## src/rtl/framebuf_scan_reader.sv

```systemverilog
// -----------------------------------------------------------------------------
// framebuf_scan_reader
//
// Purpose:
//   Read-side master for the second port of the dual-port frame-buffer RAM.
//   Scans one frame of words in ascending address order and presents them as a
//   valid/ready stream to the LED shift driver. The RAM has a fixed one-cycle
//   read latency and cannot be stalled. A credit-limited skid FIFO therefore
//   absorbs sink backpressure: a read is only issued when the FIFO has room for
//   it.
//
// Ports:
//   clk, reset_n      system clock, synchronous active-low reset
//   start             1-cycle pulse, begins a frame scan (ignored while busy)
//   continuous        sampled at frame end, 1 = restart immediately
//   abort             1-cycle pulse, cancels the frame and flushes the FIFO
//   mem_address       RAM word address
//   mem_chipselect    RAM read strobe (data returns the following cycle)
//   mem_write         tied 0
//   mem_byteenable    tied all-ones
//   mem_readdata      RAM read data
//   st_data/st_valid/st_ready/st_sop/st_eop   output stream (FIFO head)
//   busy              scan in progress (RUN or DRAIN)
//   frame_done        1-cycle pulse in the cycle after the EOP word is accepted
//   active_bank       bank being scanned
//   bank_swap         1-cycle pulse when active_bank toggles (double-buffer only)
//
// Configuration:
//   FRAMEBUF_SCAN_DOUBLE_BUF_EN - when defined, the RAM is split into two banks
//   selected by the address MSB. The bank toggles after every completed frame
//   and the bank_swap port is added. When undefined, active_bank is 0 and the
//   full address range is used.
// -----------------------------------------------------------------------------
module framebuf_scan_reader #(
  parameter int unsigned ADDR_W      = 14,
  parameter int unsigned DATA_W      = 16,
  parameter int unsigned FRAME_WORDS = 16384,
  parameter int unsigned FIFO_DEPTH  = 4
) (
  input  logic                clk,
  input  logic                reset_n,
  input  logic                start,
  input  logic                continuous,
  input  logic                abort,
  output logic [ADDR_W-1:0]   mem_address,
  output logic                mem_chipselect,
  output logic                mem_write,
  output logic [DATA_W/8-1:0] mem_byteenable,
  input  logic [DATA_W-1:0]   mem_readdata,
  output logic [DATA_W-1:0]   st_data,
  output logic                st_valid,
  input  logic                st_ready,
  output logic                st_sop,
  output logic                st_eop,
  output logic                busy,
  output logic                frame_done,
`ifdef FRAMEBUF_SCAN_DOUBLE_BUF_EN
  output logic                bank_swap,
`endif
  output logic                active_bank
);

  localparam int unsigned PTR_W = $clog2(FIFO_DEPTH);
  localparam int unsigned CNT_W = $clog2(FIFO_DEPTH) + 1;

  typedef logic [ADDR_W-1:0] addr_t;
  typedef logic [PTR_W-1:0]  ptr_t;
  typedef logic [CNT_W-1:0]  cnt_t;

  localparam addr_t LAST_OFF = addr_t'(FRAME_WORDS - 1);
  localparam cnt_t  DEPTH_C  = cnt_t'(FIFO_DEPTH);

  typedef enum logic [1:0] {
    S_IDLE,
    S_RUN,
    S_DRAIN
  } state_t;

  state_t           r_state;
  addr_t            r_offset;
  logic             r_inflight;
  logic             r_inflight_sop;
  logic             r_inflight_eop;
  cnt_t             r_count;
  ptr_t             r_wr_ptr;
  ptr_t             r_rd_ptr;
  logic             r_frame_done;
  logic [DATA_W-1:0] r_fifo_data [FIFO_DEPTH];
  logic [FIFO_DEPTH-1:0] r_fifo_sop;
  logic [FIFO_DEPTH-1:0] r_fifo_eop;
`ifdef FRAMEBUF_SCAN_DOUBLE_BUF_EN
  logic             r_bank;
  logic             r_bank_swap;
`endif

  logic w_issue;
  logic w_last_issue;
  logic w_valid;
  logic w_pop;
  logic w_frame_end;

  // Credit check: entries already in the FIFO plus the read whose data is
  // still on its way must leave room for one more word.
  assign w_issue      = (r_state == S_RUN) && ((r_count + cnt_t'(r_inflight)) < DEPTH_C);
  assign w_last_issue = w_issue && (r_offset == LAST_OFF);
  assign w_valid      = (r_count != '0);
  assign w_pop        = w_valid && st_ready;
  // The EOP word is the last one issued, so its handshake also means the read
  // pipeline and the FIFO are empty.
  assign w_frame_end  = w_pop && r_fifo_eop[r_rd_ptr];

  assign mem_chipselect = w_issue;
  assign mem_write      = 1'b0;
  assign mem_byteenable = '1;
  assign busy           = (r_state != S_IDLE);
  assign frame_done     = r_frame_done;

  assign st_valid = w_valid;
  assign st_data  = w_valid ? r_fifo_data[r_rd_ptr] : '0;
  assign st_sop   = w_valid && r_fifo_sop[r_rd_ptr];
  assign st_eop   = w_valid && r_fifo_eop[r_rd_ptr];

`ifdef FRAMEBUF_SCAN_DOUBLE_BUF_EN
  assign mem_address = {r_bank, r_offset[ADDR_W-2:0]};
  assign active_bank = r_bank;
  assign bank_swap   = r_bank_swap;
`else
  assign mem_address = r_offset;
  assign active_bank = 1'b0;
`endif

  // NOTE: every register in a clocked block is updated with <= so all of them
  // see the pre-edge values of each other, exactly like the hardware.
  always_ff @(posedge clk) begin
    if (!reset_n) begin
      r_state        <= S_IDLE;
      r_offset       <= '0;
      r_inflight     <= 1'b0;
      r_inflight_sop <= 1'b0;
      r_inflight_eop <= 1'b0;
      r_count        <= '0;
      r_wr_ptr       <= '0;
      r_rd_ptr       <= '0;
      r_frame_done   <= 1'b0;
`ifdef FRAMEBUF_SCAN_DOUBLE_BUF_EN
      r_bank         <= 1'b0;
      r_bank_swap    <= 1'b0;
`endif
    end else if (abort) begin
      // A read issued this cycle or last cycle is dropped with the flush.
      r_state      <= S_IDLE;
      r_offset     <= '0;
      r_inflight   <= 1'b0;
      r_count      <= '0;
      r_wr_ptr     <= '0;
      r_rd_ptr     <= '0;
      r_frame_done <= 1'b0;
`ifdef FRAMEBUF_SCAN_DOUBLE_BUF_EN
      r_bank_swap  <= 1'b0;
`endif
    end else begin
      r_frame_done   <= 1'b0;
`ifdef FRAMEBUF_SCAN_DOUBLE_BUF_EN
      r_bank_swap    <= 1'b0;
`endif
      r_inflight     <= w_issue;
      r_inflight_sop <= (r_offset == '0);
      r_inflight_eop <= (r_offset == LAST_OFF);

      // Terminal offset returns to 0 so the counter never depends on wrap.
      if (w_issue) r_offset <= w_last_issue ? '0 : r_offset + addr_t'(1);

      if (r_inflight) r_wr_ptr <= r_wr_ptr + ptr_t'(1);
      if (w_pop)      r_rd_ptr <= r_rd_ptr + ptr_t'(1);
      if (r_inflight && !w_pop)      r_count <= r_count + cnt_t'(1);
      else if (!r_inflight && w_pop) r_count <= r_count - cnt_t'(1);

      case (r_state)
        S_IDLE:  if (start) r_state <= S_RUN;
        S_RUN:   if (w_last_issue) r_state <= S_DRAIN;
        S_DRAIN: begin
          if (w_frame_end) begin
            r_state      <= continuous ? S_RUN : S_IDLE;
            r_frame_done <= 1'b1;
`ifdef FRAMEBUF_SCAN_DOUBLE_BUF_EN
            r_bank       <= ~r_bank;
            r_bank_swap  <= 1'b1;
`endif
          end
        end
        default: r_state <= S_IDLE;
      endcase
    end
  end

  // NOTE: the FIFO storage has no reset; r_count gates every read of it, so
  // stale contents are never visible and the array can map onto plain flops
  // or distributed RAM without a reset network.
  always_ff @(posedge clk) begin
    if (r_inflight) begin
      r_fifo_data[r_wr_ptr] <= mem_readdata;
      r_fifo_sop[r_wr_ptr]  <= r_inflight_sop;
      r_fifo_eop[r_wr_ptr]  <= r_inflight_eop;
    end
  end

endmodule

```

## config.mk

```make
export PLATFORM = sky130hd
export DESIGN_NAME = framebuf_scan_reader
export DESIGN_NICKNAME = d
export VERILOG_FILES = /design/src/rtl/framebuf_scan_reader.sv
export SDC_FILE = /design/constraint.sdc
export NUM_CORES = 1
export LEC_CHECK = 0
export CAP_MARGIN = 10
export CORE_MARGIN = 3
export CORE_UTILIZATION = 56
export DETAILED_ROUTE_END_ITERATION = 10
export DONT_BUFFER_PORTS = 1
export GPL_TIMING_DRIVEN = 0
export PLACE_DENSITY_LB_ADDON = 0.05
export SYNTH_ARGS = -nofsm -noshare
export SYNTH_HDL_FRONTEND = slang
export SYNTH_SLANG_ARGS = --single-unit
```

## constraint.sdc

```tcl
create_clock -name clk -period 1.9 [get_ports clk]
set_input_delay 0.19 -clock clk [delete_from_list [all_inputs] [get_ports clk]]
set_output_delay 0.19 -clock clk [all_outputs]
set_load 0.02 [all_outputs]
```

# Word level (Yosys, flattened, before mapping)
# Memory sizes are Yosys's and may differ from the RTL's. A register that Yosys moved wholly into a read port is not among the register bits.
# Cells that the tools add are included.
# op_classes
bitwise	2
eq_ne	6
n_lt_le_gt_ge	4
n_addsub	6
n_reduce_logical	19
muxes	22
# op_table
op	count
$mux 16	1
$add 14x1->14 const B	1
$eq 14x14->1 const B	1
$logic_not 14->1	1
$mux 14	1
$mux 2	5
$logic_and 1x1->1	9
$bwmux 4	2
$mux 1	7
$lt 2x3->1 const B	2
$mux 3	2
$ne 2x2->1 const B	3
$pmux 2 s3	1
$add 2x1->2 const B	2
$bmux 1 s2	2
$reduce_bool 2->1	2
$add 3x1->3	1
$add 3x1->3 const B	1
$lt 3x3->1 const B	1
$reduce_and 3->1	1
$reduce_bool 3->1	1
$reduce_or 3->1	1
$sub 3x1->3 const B	1
$demux 1 s2	1
7 further kinds	9
# totals
output_inout_bits	40
mem_bits_rw	64
memories	1
reg_bits	35
# memory_table
memory	words	word_bits	read_ports	rd_ports_with_merged_regs	wr	line	rtl
r_fifo_data	4	16	1	1	1	88	logic [DATA_W-1:0] r_fifo_data [FIFO_DEPTH];

# Longest topological paths before layout
# Gate-level depths: netlist of the first run.
# depth
depth_word	6
mapped_depth	8
depth_no_buf	8

# Worst setup path before layout of the first run
# No wires, ideal clock.
# synth_timing
kind	reg2reg
from	reg r_count[0]
to	reg r_count[2]
path_slack_ps	-184
setup_time_ps	70
stages_incl_launch_ff	9
arrival_ps	2014
cell_sequence	dfxtp_1 -> or3_1 -> nand2_1 -> ha_1 -> inv_1 -> fa_1 -> xor2_1 -> or3_1 -> a21oi_1
# synth_between
elab_chain_len	5
word_cells_on_any_way	10
cone_classes	add/sub: 2; mux: 2; reduce/logical: 6
# synth_lines
item	line	rtl
start: declaration	84	cnt_t r_count;
start signal: assignment	175	if (r_inflight && !w_pop) r_count <= r_count + cnt_t'(1);
start signal: assignment	176	else if (!r_inflight && w_pop) r_count <= r_count - cnt_t'(1);
parallel branches: the longest is 5 deep, another holds $sub 3x1->3	n/a	
# Parallel ways; which one is timed is not known. The select of a mux whose other input is x is not followed.
# A chain may end at the register's enable or synchronous reset.

# Final worst setup path of the first run
# Ends and elaborated chain as after synthesis.

==> results.rst, run 1 <==
.. list-table::
   :header-rows: 1

   * - Metric
     - Value
   * - Run status
     - finished with violations
   * - Failing checks
     - setup timing
   * - Clock tree from TritonCTS
     - done
   * - Largest buffer count on any clock path
     - 2
   * - Total clock buffers created by CTS
     - 9
   * - Predominant post-synthesis flop cell
     - sky130_fd_sc_hd__edfxtp_1
   * - Worst supply voltage drop on vdd
     - 0.000432 V
   * - Area of the core
     - approximately 7000 um2
   * - Post-CTS clock slew at the launch and capture registers of the worst setup and hold paths
     - 0.09 ns
   * - Detailed-route vias per instance
     - between 5 and 6
   * - Utilization after layout
     - 0.702
   * - Total power divided by cell area
     - 820 nW/um2
   * - Critical Path Source Type
     - flip-flop
   * - Maximum number of pins on one net before global-route repair
     - 19
   * - Worst Setup Slack, final
     - -0.0932 ns
   * - Syn Inst Count
     - 283
   * - Placed wire-length estimate after detailed placement
     - 4770 um
   * - Routed wire length
     - 7510 um
   * - Max Transition Viols Final
     - 0
   * - Fin crit period
     - 1.99 ns
   * - Worst slew margin
     - 0.367
   * - Endpoint arrival time on the critical path
     - about 2.3 ns
   * - Die boundary height
     - just over 90 um
   * - Clock H-tree levels
     - 3
   * - Initial cell density of the core
     - 0.598
   * - Number of top-level pins
     - between 60 and 70
   * - R2r setup slk
     - -0.09 ns
   * - Largest clock skew in the final design
     - 0.00656 ns
   * - Final nets
     - about 350
   * - Dpl cells
     - approximately 380
   * - Total Die Area
     - approximately 8600 um2
   * - Num Clock Sinks
     - 101
   * - Total power after layout
     - 4.04 mW
   * - Worst skew pair latency
     - 0.35 ns
   * - Post-synthesis cell type with the largest combined area
     - sky130_fd_sc_hd__edfxtp_1
   * - Port buffer count
     - 0
   * - Fraction of the yosys area taken by sequential cells
     - 0.653
   * - Critical path type
     - flip-flop to flip-flop
   * - EDFF count, synth
     - 72
   * - Area growth from synthesis to layout
     - 17.5%
   * - Critical Path Sink Type
     - flip-flop
   * - Count of state elements after synthesis
     - 101
   * - Average wire per cell in the routed design
     - around 18 um
   * - Wire length of the first global-routing pass
     - 11,800 um
   * - Post-Synthesis Mean Instance Area
     - between 10 and 15 um2
   * - Number of placement rows
     - 30
   * - Cells taking the most area after synthesis
     - sky130_fd_sc_hd__edfxtp_1, sky130_fd_sc_hd__dfxtp_1, sky130_fd_sc_hd__mux4_2
   * - Slew at the pin closest to its max-slew limit
     - 0.949 ns
   * - Remaining routing DRC violations
     - 0
   * - Total congestion overflow
     - 0
   * - Hold/Removal Path Class
     - primary input to flip-flop
   * - Final-report hold violation count
     - 0
   * - Vias in the first global route
     - 2,340
   * - Largest fanout on the critical path
     - 3
   * - Final Non-Filler Cells
     - between 400 and 500
   * - Required time of the worst setup path
     - 2.18 ns
   * - Fraction of final layout cells sized beyond drive strength 1
     - 0.294
   * - Routed vias
     - 2,379
   * - Root cell of the clock tree
     - sky130_fd_sc_hd__clkbuf_8
   * - Static Leakage
     - 1.62 nW
   * - Total track usage
     - 0.182
   * - Detailed router's first-iteration violation count
     - roughly 120
   * - Pre-Repair DR Iteration Count
     - 4
   * - Post-Syn Area
     - 4200 um2
   * - Fraction of synthesis flops using an asynchronous set or reset pin
     - 0
   * - Synth unique cells
     - 44
   * - Number of diodes added for antenna fixing
     - 0
   * - Number of antenna violations at the first check in global routing
     - 0
   * - Count of warnings emitted by yosys
     - 0
   * - Final setup viols
     - 1
   * - Max-capacitance violation count
     - 0
   * - DRT antenna net count
     - 0
   * - Maximum achievable frequency
     - 0.502 GHz
   * - RSZ-0062 raised after global routing
     - yes
   * - Final weighted congestion in routability-driven placement
     - 0.791
   * - Fin crit share
     - 1.05
   * - Die X
     - a little over 90 um
   * - Fraction of synthesized cell area taken by the top area cell type
     - 0.515
==> cells by family after synthesis <==
kind of cell    share of synthesized area
xor+xnor                           0.0146
simple gates                        0.124
buf+inv                            0.0313
fa+ha+maj                          0.0256
compound gates                     0.0483
flops                               0.653
mux                                 0.101
other cells                       0.00179
==> layout by cell type, fill, tap and decap left out, types with 9 or more instances in the layout <==
cell,synthesis,routed
sky130_fd_sc_hd__edfxtp_1,72,72
sky130_fd_sc_hd__dfxtp_1,29,21
sky130_fd_sc_hd__mux4_2,18,18
sky130_fd_sc_hd__and2_4,0,18
sky130_fd_sc_hd__dlygate4sd3_1,0,17
sky130_fd_sc_hd__nor2_1,14,14
sky130_fd_sc_hd__buf_4,4,13
sky130_fd_sc_hd__a21oi_1,12,12
sky130_fd_sc_hd__nand2_1,11,10
sky130_fd_sc_hd__or4_1,9,9
sky130_fd_sc_hd__clkbuf_8,0,9
==> path summary, 6_finish.rpt <==
kind	from	endpoint	depth (start not counted)
max	r_count[0]	r_count[2]	8
max reg2reg	r_count[0]	r_count[2]	8
min	abort	r_inflight_eop	3
min reg2reg	r_count[2]	r_count[2]	2
==> final cells by class <==
| cell class | count | area, um2 |
|---|---|---|
| clock buffers | 9 | 124 |
| multi-input cells | 161 | 1400 |
| repair buffers | 27 | 267 |
| flip-flops and latches | 101 | 2760 |
| inverters | 8 | 33.8 |
| plain buffers | 14 | 130 |
| well taps | 96 | 120 |
| fillers | 482 | 2090 |
| clock inverters | 7 | 97.6 |
==> routing by layer <==
metal | vias to the layer above | wire, um | global-route usage
met1 | 1168 | 3190 | 0.227
li1 | 1144 | - | -
met5 | - | 0 | 0
met4 | 0 | 95 | 0.0656
met2 | 59 | 3850 | 0.309
met3 | 8 | 373 | 0.0471
==> timing repair <==
| action | CTS | global route |
|---|---|---|
| pin swaps | 3 | 3 |
| hold buffers | 17 | 0 |
| cloned | 0 | 1 |
| buffers inserted | 7 | 2 |
| hold endpoints to repair | 66 | 0 |
| gates resized for setup | 34 | 27 |
| endpoints found under the setup margin | 22 | 31 |
==> metrics by stage <==
stage                     worst slack (ns)  setup TNS, ns  area, um2  hold slack [ns]
after global placement              -0.121          -1.77       4350            0.289
after detailed placement            -0.122          -1.85       4350            0.289
after CTS                           -0.105         -0.120       4850           0.0486
final                              -0.0932        -0.0932       4930           0.0638
after floorplan                    -0.0375        -0.0375       4230            0.289
after global routing                -0.123         -0.844       4930           0.0568
==> power by group <==
| group | internal [mW] | switching, mW | leakage [nW] |
|---|---|---|---|
| registers | 2.36 | 0.00944 | 0.885 |
| logic | 0.0980 | 0.110 | 0.622 |
| clock network | 0.751 | 0.713 | 0.112 |
==> flip-flops by register name, summed over array words and instances, names as in the netlist, named ones only <==
name	count
r_state	2
r_inflight	1
frame_done	1
r_fifo_eop	4
r_rd_ptr	2
r_fifo_sop	4
r_inflight_sop	1
r_count	3
mem_address	14
r_fifo_data	64
r_wr_ptr	2
r_inflight_eop	1
==> critical path, cell delays in order (launching register included) <==
cell and delay, ns:
sky130_fd_sc_hd__dfxtp_4 0.35, sky130_fd_sc_hd__or3_4 0.41, sky130_fd_sc_hd__nand2_4 0.08, sky130_fd_sc_hd__ha_4 0.13, sky130_fd_sc_hd__inv_2 0.03, sky130_fd_sc_hd__fa_2 0.32, sky130_fd_sc_hd__xor2_1 0.17, sky130_fd_sc_hd__or3_1 0.31
sky130_fd_sc_hd__a21oi_1 0.12
==> Yosys cell counts, types with 4 or more instances <==
| master | instances |
|---|---|
| sky130_fd_sc_hd__a21oi_1 | 12 |
| sky130_fd_sc_hd__nor2_1 | 14 |
| sky130_fd_sc_hd__o21ai_0 | 5 |
| sky130_fd_sc_hd__or4_1 | 9 |
| sky130_fd_sc_hd__ha_1 | 7 |
| sky130_fd_sc_hd__xor2_1 | 5 |
| sky130_fd_sc_hd__buf_4 | 4 |
| sky130_fd_sc_hd__nand3_1 | 8 |
| sky130_fd_sc_hd__or3_1 | 5 |
| sky130_fd_sc_hd__nand2_1 | 11 |
| sky130_fd_sc_hd__clkbuf_1 | 5 |
| sky130_fd_sc_hd__edfxtp_1 | 72 |
| sky130_fd_sc_hd__inv_1 | 8 |
| sky130_fd_sc_hd__dfxtp_1 | 29 |
| sky130_fd_sc_hd__and2_1 | 24 |
| sky130_fd_sc_hd__mux4_2 | 18 |
| sky130_fd_sc_hd__o31ai_1 | 8 |
Note: power is estimated with default switching activity, not from simulation.
==> inputs of run 2 (changes only) <==
--- a/config.mk
+++ b/config.mk
@@ -12,6 +12,7 @@
 export DONT_BUFFER_PORTS = 1
 export GPL_TIMING_DRIVEN = 0
 export PLACE_DENSITY_LB_ADDON = 0.05
+export SLEW_MARGIN = 20
 export SYNTH_ARGS = -nofsm -noshare
 export SYNTH_HDL_FRONTEND = slang
 export SYNTH_SLANG_ARGS = --single-unit
==> results of run 2 <==
The final DEF is identical to that of run 1; final timing and power are the same.
==> inputs of run 3 (changes only) <==
--- a/config.mk
+++ b/config.mk
@@ -5,9 +5,11 @@
 export SDC_FILE = /design/constraint.sdc
 export NUM_CORES = 1
 export LEC_CHECK = 0
+export ABC_AREA = 1
 export CAP_MARGIN = 10
 export CORE_MARGIN = 3
-export CORE_UTILIZATION = 56
+export CORE_UTILIZATION = 57
+export CTS_BUF_LIST = sky130_fd_sc_hd__clkbuf_16
 export DETAILED_ROUTE_END_ITERATION = 10
 export DONT_BUFFER_PORTS = 1
 export GPL_TIMING_DRIVEN = 0
==> run 3 against run 2 <==
  * The flow now finishes without violations
  * Via count rose by 28%
  * Non-clock buffer count fell by 2
  * Synthesized area rose by 4.0%
  * Flip-flop and latch count did not move
  * Core utilization fell by 0.067 points
  * Hold slack got worse by 0.049 ns
  * Critical path depth fell by 3
  * Register-to-register slack improved by 0.23 ns
  * Final cell count rose by 36%
  * Critical endpoint is now st_valid
  * Largest cell class unchanged
  * Largest power group unchanged
==> results.rst, run 3 <==
.. list-table::
   :header-rows: 1

   * - Metric
     - Value
   * - Run status
     - complete, no violations
   * - Number of top-level pins
     - 62 (unchanged)
   * - Total congestion overflow
     - 0 (unchanged)
   * - Worst Setup Slack, final
     - 0.0660 ns (+0.159 ns)
   * - Fraction of synthesized cell area taken by the top area cell type
     - 0.495 (-0.0199)
   * - Hold/Removal Path Class
     - primary input to flip-flop
   * - Number of placement rows
     - 31 (+3.3%)
   * - Clock H-tree levels
     - 3 (unchanged)
   * - Worst R2R End
     - r_count[2]
   * - Critical Path Source Type
     - flip-flop
   * - Synth unique cells
     - 28 (-36%)
   * - Post-Synthesis Mean Instance Area
     - 9.99 um2 (-33%)
   * - Pre-Repair DR Iteration Count
     - 4 (unchanged)
   * - Largest register by flop count
     - r_fifo_data
   * - Max-capacitance violation count
     - 0 (unchanged)
   * - Utilization after layout
     - 0.702 (about the same)
   * - Count of warnings emitted by yosys
     - 0 (unchanged)
   * - Critical Path Start
     - r_count[1]
   * - Endpoint arrival time on the critical path
     - 1.64 ns (-0.64 ns)
   * - Dpl cells
     - 538 (+41%)
   * - Clock group share of total power
     - 0.413 (+0.051)
   * - Switching portion of total power
     - 0.213 (+0.00699)
   * - Worst slew margin
     - 0.438 (+0.0701)
   * - Largest buffer count on any clock path
     - 2 (unchanged)
   * - Critical path type
     - flip-flop to output port
   * - Most frequent cells in the layout
     - sky130_fd_sc_hd__nor2_1, sky130_fd_sc_hd__edfxtp_1, sky130_fd_sc_hd__nand2_1
   * - Total track usage
     - 0.223 (+0.0404)
   * - Worst skew pair latency
     - 0.34 ns (about the same)
   * - Syn Inst Count
     - 437 (+54%)
   * - Static Leakage
     - 1.80 nW (+11%)
   * - Seq pwr share
     - 0.538 (-0.048)
   * - Setup_tns
     - 0 ns (+0.0932 ns)
   * - Initial cell density of the core
     - 0.596 (-0.00237)
   * - Fraction of synthesis flops using an asynchronous set or reset pin
     - 0 (unchanged)
   * - Predominant post-synthesis flop cell
     - sky130_fd_sc_hd__edfxtp_1
   * - Final Non-Filler Cells
     - 576 (+36%)
   * - Final nets
     - 502 (+43%)
   * - Fraction of the yosys area taken by sequential cells
     - 0.628 (-0.0253)
   * - Clock tree from TritonCTS
     - done
   * - Final-report hold violation count
     - 0 (unchanged)
   * - Slew at the pin closest to its max-slew limit
     - 0.843 ns (-0.106 ns)
   * - Combinational cell fraction of total power
     - 0.049 (-0.003)
   * - Post-Syn Area
     - 4370 um2 (+4.0%)
   * - Maximum number of pins on one net before global-route repair
     - 19 (unchanged)
   * - Net switching component of the power
     - 0.942 mW (+13%)
   * - Die X
     - 93.5 um (+1.0%)
   * - R2r setup slk
     - 0.14 ns (+0.23 ns)
   * - Root cell of the clock tree
     - sky130_fd_sc_hd__clkbuf_16
   * - Remaining routing DRC violations
     - 0 (unchanged)
   * - Maximum achievable frequency
     - 0.545 GHz (+8.7%)
   * - Largest clock skew in the final design
     - 0.00660 ns (+0.0000382 ns)
   * - Number of flip-flops in the largest register
     - 64 (unchanged)
   * - Required time of the worst setup path
     - 1.71 ns (-0.47 ns)
   * - Final setup viols
     - 0 (-1)
   * - Average wire per cell in the routed design
     - 15.9 um (-10%)
   * - Area growth from synthesis to layout
     - 17.8%
   * - Max Transition Viols Final
     - 0 (unchanged)
   * - Wire length of the first global-routing pass
     - 14,800 um (+25%)
   * - Placed wire-length estimate after detailed placement
     - 5860 um (+23%)
   * - Fraction of final layout cells sized beyond drive strength 1
     - 0.174 (-0.120)
   * - EDFF count, synth
     - 72 (unchanged)
   * - Total power after layout
     - 4.42 mW (+9.4%)
   * - Cell area after layout
     - 5140 um2 (+4.3%)
   * - Worst-case hold slack
     - 0.0144 ns (-0.0494 ns)
   * - DRT antenna net count
     - 0 (unchanged)
   * - Worst supply voltage drop on vdd
     - 0.000546 V (+26%)
   * - List of most frequent post-synthesis cells
     - sky130_fd_sc_hd__nor2_1, sky130_fd_sc_hd__edfxtp_1, sky130_fd_sc_hd__nand2_1
   * - Most common cell after layout, fill and taps aside
     - sky130_fd_sc_hd__nor2_1
   * - Routed vias
     - 3,052 (+28%)
   * - RSZ-0062 raised after global routing
     - yes
   * - Depth of the worst register-to-register path
     - 11 (+3)
   * - Post-synthesis cell type with the largest combined area
     - sky130_fd_sc_hd__edfxtp_1
   * - Number of diodes added for antenna fixing
     - 0 (unchanged)
   * - Last element of the critical path
     - st_valid
   * - Cells taking the most area after synthesis
     - sky130_fd_sc_hd__edfxtp_1, sky130_fd_sc_hd__dfxtp_1, sky130_fd_sc_hd__nor2_1
   * - Number of antenna violations at the first check in global routing
     - 0 (unchanged)
   * - Largest fanout on the critical path
     - 10 (+7)
   * - Fin crit period
     - 1.83 ns (-0.159 ns)
   * - Die boundary height
     - 93.5 um (+1.0%)
   * - Count of state elements after synthesis
     - 101 (unchanged)
   * - Area of the core
     - 7330 um2 (+4.4%)
   * - Critical Path Sink Type
     - output port
   * - Port buffer count
     - 0 (unchanged)
   * - Final weighted congestion in routability-driven placement
     - 0.896 (+13%)
   * - Pre-CTS setup slack
     - -0.0630 ns (+0.0592 ns)
   * - Cell area after placement
     - 4500 um2 (+3.3%)
   * - Fin crit share
     - 0.965 (-0.0837)
   * - Detailed router's first-iteration violation count
     - 138 (+13%)
   * - Num Clock Sinks
     - 101 (unchanged)
   * - Detailed-route vias per instance
     - 5.30 (-5.8%)
   * - Total power divided by cell area
     - 860 nW/um2 (+4.8%)
   * - Total clock buffers created by CTS
     - 9 (unchanged)
   * - Most common cell in the netlist
     - sky130_fd_sc_hd__nor2_1
   * - Internal power
     - 3.48 mW (+8.4%)
   * - Total Die Area
     - 8750 um2 (+2.1%)
   * - Vias in the first global route
     - 2,989 (+28%)
   * - Post-CTS clock slew at the launch and capture registers of the worst setup and hold paths
     - 0.06 ns (-0.03 ns)
   * - Launch instance of the worst register-to-register path
     - r_count[1]
   * - Routed wire length
     - 9170 um (+22%)
run 3: power by group through the flow:
stage	sequential, mW	combinational [mW]	clock, mW
after floorplan	2.43	0.122	0
after global placement	2.43	0.150	0
after detailed placement	2.43	0.153	0
after CTS	2.38	0.207	1.86
after global routing	2.38	0.238	1.95
final	2.38	0.219	1.82
run 3: cell type report:
type                       count  area [um2]
buffer                        17         133
clock buffer                   9         225
clock inverter                 7        77.6
fill                         553        2190
inverter                      38         146
multi-input combinational    283        1480
sequential                   101        2750
tap                           99         124
timing repair buffer          22         210
run 3: critical path: stages, from the launching register on:
cell	delay [ns]
sky130_fd_sc_hd__dfxtp_4	0.36
sky130_fd_sc_hd__nor3_4	0.24
sky130_fd_sc_hd__buf_4	0.15
sky130_fd_sc_hd__buf_4	0.23
sky130_fd_sc_hd__buf_8	0.20
sky130_fd_sc_hd__inv_1	0.12
run 3: logic make-up (layout without fill, tap and decap cells):
family,Yosys count,after routing,share of synthesized area
flip-flops,101,101,0.628
XOR/XNOR,2,2,0.00401
AO/OA/AOI/OAI,79,79,0.0937
adder cells (fa/ha/maj),8,8,0.0246
AND/OR/NAND/NOR,190,190,0.193
other,2,4,0.00172
buffers and inverters,55,93,0.0544
run 3: what timing repair did:
item | in CTS | in global routing
setup endpoints to repair | 19 | 23
endpoints found under the hold margin | 66 | 0
resized for setup | 27 | 26
pin swaps | 2 | 6
hold buffers | 18 | 0
gates cloned | 0 | 0
buffers inserted | 1 | 3
run 3: routing by layer:
metal	global-route usage	vias up	wire, um
met5	0	-	0
met4	0.0916	0	153
met3	0.0418	12	465
met2	0.397	82	4780
met1	0.264	1423	3780
li1	-	1535	-
run 3: how the worst min path moves through the flow:
stage | start | endpoint | cells after the start
5_1_grt | abort | r_inflight_eop | 2
3_3_place_gp | mem_readdata[1] | r_fifo_data[2][1] | 0
4_1_cts | abort | r_inflight_eop | 2
2_1_floorplan | mem_readdata[0] | r_fifo_data[0][0] | 0
3_5_place_dp | mem_readdata[4] | r_fifo_data[2][4] | 0
6_report | abort | r_inflight_eop | 2
